<file path="src/rtl/bus_arbiter_rr.sv">
// ---------------------------------------------------------------------------
// bus_arbiter_rr
//   Round-robin arbiter that hands ownership of the shared system bus to one
//   of four masters. The owner keeps the bus until it releases its request;
//   all grant changes are registered so ownership never changes mid-cycle.
//
//   Optional feature macro: BUS_ARB_TIMEOUT_EN
//     When defined, a watchdog force-releases an owner that sees m_rdy_ high
//     for TIMEOUT_CYCLES consecutive owned cycles. The released master is
//     then blocked until its request has been seen high once.
//
// Ports:
//   clk                 system clock
//   reset               synchronous, active-high reset
//   m0_req_..m3_req_    master bus requests, active low
//   m_rdy_              slave ready, active low (watchdog only)
//   m0_grnt_..m3_grnt_  master grants, active low, registered
//   owner               index of current/last owner, registered
//   bus_busy            high while any grant is asserted, registered
//   timeout             one-cycle pulse on a forced release, registered
// ---------------------------------------------------------------------------
module bus_arbiter_rr #(
  parameter int TIMEOUT_CYCLES = 255,
  parameter int TO_CNT_W       = 8
) (
  input  logic       clk,
  input  logic       reset,
  input  logic       m0_req_,
  input  logic       m1_req_,
  input  logic       m2_req_,
  input  logic       m3_req_,
  input  logic       m_rdy_,
  output logic       m0_grnt_,
  output logic       m1_grnt_,
  output logic       m2_grnt_,
  output logic       m3_grnt_,
  output logic [1:0] owner,
  output logic       bus_busy,
  output logic       timeout
);

  typedef enum logic [0:0] {
    IDLE  = 1'b0,
    OWNED = 1'b1
  } state_t;

  localparam logic [TO_CNT_W-1:0] TO_LIMIT = TO_CNT_W'(TIMEOUT_CYCLES);

  state_t      state_r, state_nxt_s;
  logic [1:0]  last_r, last_nxt_s;
  logic [1:0]  owner_r, owner_nxt_s;
  logic [3:0]  grnt_r, grnt_nxt_s;      // active low, bit i = master i
  logic        busy_r, busy_nxt_s;
  logic        timeout_r, timeout_nxt_s;

  logic [3:0]  req_s;                   // active-high view of the requests
  logic [3:0]  block_s;                 // masters excluded from arbitration
  logic        force_s;                 // watchdog expired for current owner
  logic        forced_rel_s;            // owner still requesting but released
  logic [2:0]  pick_s;                  // {found, index}

  assign req_s = ~{m3_req_, m2_req_, m1_req_, m0_req_};

  // First candidate scanning last+1, last+2, last+3, last; returns {found, idx}.
  function automatic logic [2:0] rr_pick(input logic [3:0] cand,
                                         input logic [1:0] last);
    logic [1:0] idx;
    rr_pick = 3'b000;
    // Walk from the farthest offset down so the nearest candidate wins.
    for (int i = 4; i >= 1; i--) begin
      idx = last + 2'(i);
      if (cand[idx]) begin
        rr_pick = {1'b1, idx};
      end else begin
        rr_pick = rr_pick;
      end
    end
  endfunction

`ifdef BUS_ARB_TIMEOUT_EN
  logic [TO_CNT_W-1:0] to_cnt_r;
  logic [3:0]          block_r, block_nxt_s;

  assign force_s = (state_r == OWNED) && (to_cnt_r == TO_LIMIT);
  assign block_s = block_r;

  // Watchdog counter: cleared on grant change or ready, saturating otherwise.
  always_ff @(posedge clk) begin
    if (reset) begin
      to_cnt_r <= {TO_CNT_W{1'b0}};
    end else if ((grnt_nxt_s != grnt_r) || !m_rdy_) begin
      to_cnt_r <= {TO_CNT_W{1'b0}};
    end else if ((state_r == OWNED) && (to_cnt_r != {TO_CNT_W{1'b1}})) begin
      to_cnt_r <= to_cnt_r + {{(TO_CNT_W-1){1'b0}}, 1'b1};
    end else begin
      to_cnt_r <= to_cnt_r;
    end
  end

  // A block clears once the master's request is seen high; a forced release sets it.
  always_comb begin
    block_nxt_s = block_r & req_s;
    if (forced_rel_s) begin
      block_nxt_s = block_nxt_s | (4'b0001 << owner_r);
    end else begin
      block_nxt_s = block_nxt_s;
    end
  end

  // Block flag register.
  always_ff @(posedge clk) begin
    if (reset) begin
      block_r <= 4'b0000;
    end else begin
      block_r <= block_nxt_s;
    end
  end
`else
  logic unused_s;

  // m_rdy_ and the watchdog limit have no function without the watchdog.
  assign unused_s = ^{m_rdy_, TO_LIMIT};
  assign force_s  = 1'b0;
  assign block_s  = 4'b0000;
`endif

  // Only a release while the owner still requests counts as forced.
  assign forced_rel_s = force_s && req_s[owner_r];

  // Next-state and arbitration logic.
  always_comb begin
    state_nxt_s   = state_r;
    last_nxt_s    = last_r;
    owner_nxt_s   = owner_r;
    grnt_nxt_s    = grnt_r;
    busy_nxt_s    = busy_r;
    timeout_nxt_s = 1'b0;
    pick_s        = 3'b000;
    case (state_r)
      IDLE: begin
        pick_s = rr_pick(req_s & ~block_s, last_r);
        if (pick_s[2]) begin
          state_nxt_s = OWNED;
          owner_nxt_s = pick_s[1:0];
          grnt_nxt_s  = ~(4'b0001 << pick_s[1:0]);
          busy_nxt_s  = 1'b1;
        end else begin
          state_nxt_s = IDLE;
        end
      end
      OWNED: begin
        if (!req_s[owner_r] || force_s) begin
          last_nxt_s    = owner_r;
          timeout_nxt_s = forced_rel_s;
          // The outgoing owner never wins the same-edge handover.
          pick_s = rr_pick(req_s & ~block_s & ~(4'b0001 << owner_r), owner_r);
          if (pick_s[2]) begin
            owner_nxt_s = pick_s[1:0];
            grnt_nxt_s  = ~(4'b0001 << pick_s[1:0]);
          end else begin
            state_nxt_s = IDLE;
            grnt_nxt_s  = 4'b1111;
            busy_nxt_s  = 1'b0;
          end
        end else begin
          state_nxt_s = OWNED;
        end
      end
      default: begin
        state_nxt_s = IDLE;
        grnt_nxt_s  = 4'b1111;
        busy_nxt_s  = 1'b0;
      end
    endcase
  end

  // State and registered outputs; reset drops any grant immediately.
  always_ff @(posedge clk) begin
    if (reset) begin
      state_r   <= IDLE;
      last_r    <= 2'd3;
      owner_r   <= 2'd0;
      grnt_r    <= 4'b1111;
      busy_r    <= 1'b0;
      timeout_r <= 1'b0;
    end else begin
      state_r   <= state_nxt_s;
      last_r    <= last_nxt_s;
      owner_r   <= owner_nxt_s;
      grnt_r    <= grnt_nxt_s;
      busy_r    <= busy_nxt_s;
      timeout_r <= timeout_nxt_s;
    end
  end

  assign m0_grnt_ = grnt_r[0];
  assign m1_grnt_ = grnt_r[1];
  assign m2_grnt_ = grnt_r[2];
  assign m3_grnt_ = grnt_r[3];
  assign owner    = owner_r;
  assign bus_busy = busy_r;
  assign timeout  = timeout_r;

endmodule

</file>
<file path="config.mk">
export PLATFORM = sky130hd
export DESIGN_NAME = bus_arbiter_rr
export DESIGN_NICKNAME = d
export VERILOG_FILES = /design/src/rtl/bus_arbiter_rr.sv
export SDC_FILE = /design/constraint.sdc
export NUM_CORES = 1
export LEC_CHECK = 0
export ABC_AREA = 0
export CORE_MARGIN = 3
export CORE_UTILIZATION = 55
export CTS_CLUSTER_SIZE = 14
export DETAILED_ROUTE_END_ITERATION = 8
export HOLD_SLACK_MARGIN = 0.1
export PLACE_DENSITY = 0.81
export SYNTH_ARGS = -nofsm -noshare
export SYNTH_HDL_FRONTEND = slang
export SYNTH_SLANG_ARGS = --single-unit
</file>
<file path="constraint.sdc">
create_clock -name clk -period 5.5 [get_ports clk]
set_input_delay 1.375 -clock clk [delete_from_list [all_inputs] [get_ports clk]]
set_output_delay 1.375 -clock clk [all_outputs]
set_load 0.05 [all_outputs]
</file>
==> metrics.txt, run 1 <==
Slew Viols, Final 0; Starting Density 62.0%; Critical Path Max Stage Delay 0.83 ns; filler cell count in the final layout 141; layout net count 142; Iter 0 DRT Violations 51; pwr dens 319 nW/µm²; Slew headroom 55.3%; Detailed Place HPWL 1790 µm; Worst Setup Start Kind input port; fraction of layout cells with a size suffix above 1 12.3%; Setup-failing EPs final 0; Area after DPL 1080 µm²; status finished, final reports clean; Wirelength per Cell 16.2 µm; H-tree Lvls 1; register area 200 µm²; area grow syn2layout 12.0%; design area 1120 µm²; count leader, synth nor2_1; Synth area leader dfxtp_1; final WL 2500 µm; Crit Path Class input port to flip-flop; via/cell ratio 6.83; static leakage 0.396 nW; EDFF count, synth 0; Total GRT Usage 22.3%; RSZ-0062 raised after global routing false; IO Pins 15; non-filler cells in the finished layout 154; fmax 281 MHz; clk sinks 10; syn_nets 137; die area 2370 µm²; clk_skew 0.00604 ns; required time of the worst setup path 5.66 ns; worst skew pair latency 0.27 ns; CP cell instances clkdlybuf4s50_1 > and2b_1 > a22oi_1 > a311oi_2 > o2111ai_1 > a221o_1; diode count 0; number of max-cap violations 0; Yosys top cell area share 20.0%; Rows 14; CP arrival 3.72 ns; CP max stage cell clkdlybuf4s50_1; Die W 48.6 µm; worst vdd ir 0.000238 V; TritonCTS clock tree built; largest cells by area after synthesis dfxtp_1, nor3_1, ha_1, a21oi_1, mux4_2; Post-Synthesis Cells 126; maximum fanout along the worst path 18; Syn Area/Cell 7.93 µm²; ys flop type dfxtp_1; Longest Clk Path Bufs 2; vias in the first global route 1,000; CORE AREA 1610 µm²; final worst path period share 64.8%; cts repair resizes 0; Setup crit end kind flip-flop; number of post-CTS setup repair buffers 0; total negative slack 0 ns; Num CTS Buffers 3; Ys Warns 0; clock root buffer clkbuf_4; synthesized flop and latch total 10; Vert. Die Dim 48.6 µm; synth unique cells 57; asr flop ratio synth 0%; Slew @ Worst Pin 0.669 ns; min cycle time layout 3.56 ns; via count 1,052; Cell Area, Synth 1000 µm²; hold crit path type flip-flop to flip-flop; GRT overflow 0; Placer Congestion 0.924; clock slew at reported path FFs 0.07 ns; Port-buffer cells 12; cts hold-fix bufs 0; dpl cells 150; register area share after synthesis 20.0%; Pre-antenna DRT Iters 4; pin count of the biggest net entering global routing 20; footprint of the multi-input gates 718 µm²; Remaining DRCs 0; Hold Fails Final Rpt 0; first-pass GRT wire length 4310 µm; Routed Antenna Nets 0; initial antenna violation count 0; synth cell count leaders nor2_1, nor3_1, dfxtp_1, a21oi_1, buf_2
[final cells by class]
cell class	count	share of cell area, %
Inverter	4	1.34
Multi-Input combinational cell	100	64.1
Sequential cell	10	17.9
Clock buffer	4	3.24
Timing Repair Buffer	12	10.7
Tap cell	24	2.68
[worst max-delay path, delay by kind of cell]
kind / cells / cell delay (ns)
AO/OA/AOI/OAI: 4 / 1.21
buffers and inverters: 1 / 0.83
AND/OR/NAND/NOR: 1 / 0.30
[flip-flops by register name, indices dropped and copies added, names as in the netlist]
signal    count
owner         2
grnt_r        4
state_r       1
last_r        2
bus_busy      1
[worst paths after layout]
path | startpoint | end | slack [ns] | cells after the start
setup / recovery | m1_req_ | grnt_r[2] | 1.94 | 6
hold / removal | bus_busy | bus_busy | 0.49 | 2
setup reg to reg | owner[0] | grnt_r[2] | 2.65 | 7
hold reg to reg | bus_busy | bus_busy | 0.49 | 2
[layer usage]
layer / up-vias / GRT usage, % / routed length (µm)
li1: 496 / - / -
met1: 493 / 30.0 / 1120
met2: 57 / 33.3 / 1100
met3: 6 / 5.83 / 228
met4: 0 / 9.48 / 46
met5: - / 0 / 0
[stage by stage]
stage	setup WS, ns	hold WS [ns]	total power [mW]	util [%]
2_1_floorplan	2.63	0.502	0.246	-
3_3_place_gp	1.75	0.468	0.283	67.2
3_5_place_dp	1.70	0.466	0.288	67.2
4_1_cts	1.99	0.494	0.354	69.5
5_1_grt	1.76	0.522	0.379	69.5
6_report	1.94	0.493	0.357	69.5
[cells in the final DEF (no fill, tap or decap), types with 4 or more instances in the layout]
cell	netlist	final
dfxtp_1	10	10
ha_1	4	4
nand2_1	4	4
nor2_1	12	12
a211oi_1	4	4
a21oi_1	9	9
clkdlybuf4s50_1	0	12
nor3_1	11	11
[where the power goes]
part | internal, mW | switching [mW]
clock | 0.0402 | 0.0265
combinational | 0.0741 | 0.113
sequential | 0.0838 | 0.0196
total | 0.198 | 0.159
[cells by family after synthesis]
family,after synthesis,synth area share (%)
AOI/OAI and AO/OA,45,34.2
other,1,0.375
DFF,10,20.0
muxes,5,7.51
and+or+nand+nor,45,24.8
adders and majority gates,4,5.01
buffers and inverters,16,8.13
Note: power is estimated with default switching activity, not from simulation.
==> run 2: changes to the inputs <==
--- a/config.mk
+++ b/config.mk
@@ -7,11 +7,11 @@
 export LEC_CHECK = 0
 export ABC_AREA = 0
 export CORE_MARGIN = 3
-export CORE_UTILIZATION = 55
+export CORE_UTILIZATION = 48
 export CTS_CLUSTER_SIZE = 14
 export DETAILED_ROUTE_END_ITERATION = 8
 export HOLD_SLACK_MARGIN = 0.1
-export PLACE_DENSITY = 0.81
+export PLACE_DENSITY = 0.75
 export SYNTH_ARGS = -nofsm -noshare
 export SYNTH_HDL_FRONTEND = slang
 export SYNTH_SLANG_ARGS = --single-unit
==> constraint.sdc (replaced) <==
create_clock -name clk -period 3.1 [get_ports clk]
set_input_delay 0.775 -clock clk [delete_from_list [all_inputs] [get_ports clk]]
set_output_delay 0.775 -clock clk [all_outputs]
set_load 0.05 [all_outputs]
==> metrics.txt, run 2 (same netlist as run 1, synthesis figures left out) <==
initial antenna violation count 0 (unchanged); maximum fanout along the worst path 14 (-4); worst skew pair latency 0.26 ns (about the same); status finished, final reports clean; fraction of layout cells with a size suffix above 1 18.0% (+5.7 points); fmax 373 MHz; layout net count 152 (+7.0%); CP max stage cell clkdlybuf4s50_1; Vert. Die Dim 51.6 µm (+6.2%); Slew @ Worst Pin 0.497 ns (-0.172 ns); Longest Clk Path Bufs 2 (unchanged); Seq pwr share 27.1% (-1.9 points); Wirelength per Cell 15.5 µm (-4.4%); Pre-antenna DRT Iters 4 (unchanged); non-filler cells in the finished layout 164 (+6.5%); final worst path period share 86.6%; CP arrival 2.82 ns (-0.90 ns); pwr dens 528 nW/µm² (+66%); Slew headroom 66.7% (+11 points); cell family with most CP delay buffers and inverters; final WL 2540 µm (+1.8%); Setup crit end kind flip-flop; Worst Setup Start Kind input port; P_int 0.348 mW (+76%); Worst R2R Path Depth 7 (unchanged); Slew Viols, Final 0 (unchanged); Rows 15 (+1); static leakage 0.437 nW (+10%); H-tree Lvls 1 (unchanged); worst hold margin 0.500 ns (+0.00704 ns); worst vdd ir 0.000317 V (+33%); Setup-failing EPs final 0 (unchanged); cts repair resizes 0 (unchanged); first-pass GRT wire length 4330 µm (+0.65%); Reg with most FFs grnt_r; Total GRT Usage 21.5% (-0.74 points); Combinational Power Share 59.8% (+7.4 points); hold crit path type flip-flop to flip-flop; CP cell instances clkdlybuf4s50_1 > nor2_1 > mux4_2 > a21oi_2 > o2111ai_1 > a221o_1; WP buf/inv 1 (unchanged); pin count of the biggest net entering global routing 17 (-15%); Hold Fails Final Rpt 0 (unchanged); NetSw 0.276 mW (+74%); Routed Antenna Nets 0 (unchanged); Critical Path Max Stage Delay 0.76 ns (-0.07 ns); Remaining DRCs 0 (unchanged); CORE AREA 1840 µm² (+14%); Crit Path Class input port to flip-flop; via/cell ratio 6.53 (-4.4%); clock slew at reported path FFs 0.06 ns (about the same); total negative slack 0 ns (unchanged); clk sinks 10 (unchanged); hold depth 2 (unchanged); vias in the first global route 939 (-6.1%); clk_skew 0.00184 ns (-0.00420 ns); IO Pins 15 (unchanged); Sw Ratio 44.2% (-0.33 points); TritonCTS clock tree built; WP depth 6 (unchanged); number of max-cap violations 0 (unchanged); Detailed Place HPWL 1920 µm (+7.5%); cts hold-fix bufs 0 (unchanged); number of flip-flops in the largest register 4 (unchanged); Num CTS Buffers 3 (unchanged); dpl cells 161 (+7.3%); Clk pwr share 13.1% (-5.6 points); die area 2670 µm² (+13%); Placer Congestion 0.941 (+1.8%); via count 1,071 (+1.8%); Iter 0 DRT Violations 70 (+37%); RSZ-0062 raised after global routing false; area grow syn2layout 18.3%; commonest cells after routing, fill and taps aside nor2_1, clkdlybuf4s50_1, nor3_1; Die W 51.6 µm (+6.2%); min cycle time layout 2.68 ns; number of post-CTS setup repair buffers 0 (unchanged); diode count 0 (unchanged); Starting Density 54.4% (-7.7 points); required time of the worst setup path 3.24 ns (-2.42 ns); Port-buffer cells 12 (unchanged); GRT overflow 0 (unchanged); clock root buffer clkbuf_4
==> run 2: cell count changes in the layout (fill, tap and decap cells not counted), sizes merged <==
cell | before | now
clkbuf | 4 | 3
buf | 0 | 10
==> run 2: worst register-to-register path: stages (launching register included) <==
cell and delay [ns]:
dfxtp_1 0.39, buf_4 0.22, ha_1 0.29, or2_1 0.28, mux4_2 0.53, a21oi_2 0.17
o2111ai_1 0.12, a221o_1 0.33
==> run 2: power groups by stage <==
stage / clock [mW] / sequential, mW / combinational, mW
finish: 0.0817 / 0.169 / 0.373
global route: 0.0975 / 0.173 / 0.402
CTS: 0.0852 / 0.169 / 0.370
detailed placement: 0 / 0.172 / 0.367
global placement: 0 / 0.171 / 0.362
floorplan: 0 / 0.218 / 0.218
==> run 2: routing by layer <==
layer / track usage [%] / up-vias / routed length, µm
met5: 0 / - / 0
met2: 30.7 / 45 / 1140
li1: - / 515 / -
met3: 7.16 / 8 / 193
met4: 6.99 / 0 / 50
met1: 30.1 / 503 / 1170
==> run 2: per-stage QoR <==
stage / power [mW] / utilization, % / cell area, µm² / setup WS (ns)
final: 0.624 / 64.3 / 1180 / 0.416
after global routing: 0.673 / 64.3 / 1180 / 0.352
after CTS: 0.624 / 64.3 / 1180 / 0.453
after detailed placement: 0.539 / 63.1 / 1160 / 0.194
after global placement: 0.533 / 63.1 / 1160 / 0.231
after floorplan: 0.436 / - / 1000 / 0.482
==> run 2: area by class of cell <==
cell class	instances	area (µm²)
repair buffers	22	195
fillers	170	657
clock buffers	3	22.5
flip-flops and latches	10	200
well taps	25	31.3
inverters	4	15.0
multi-input cells	100	718
==> run 2: final timing paths <==
| kind | endpoint | startpoint | slack (ns) |
|---|---|---|---|
| worst max-delay path | grnt_r[2] | m0_req_ | 0.42 |
| worst min-delay path | bus_busy | bus_busy | 0.50 |
| worst max register to register | grnt_r[2] | owner[0] | 0.65 |
| worst min register to register | bus_busy | bus_busy | 0.50 |
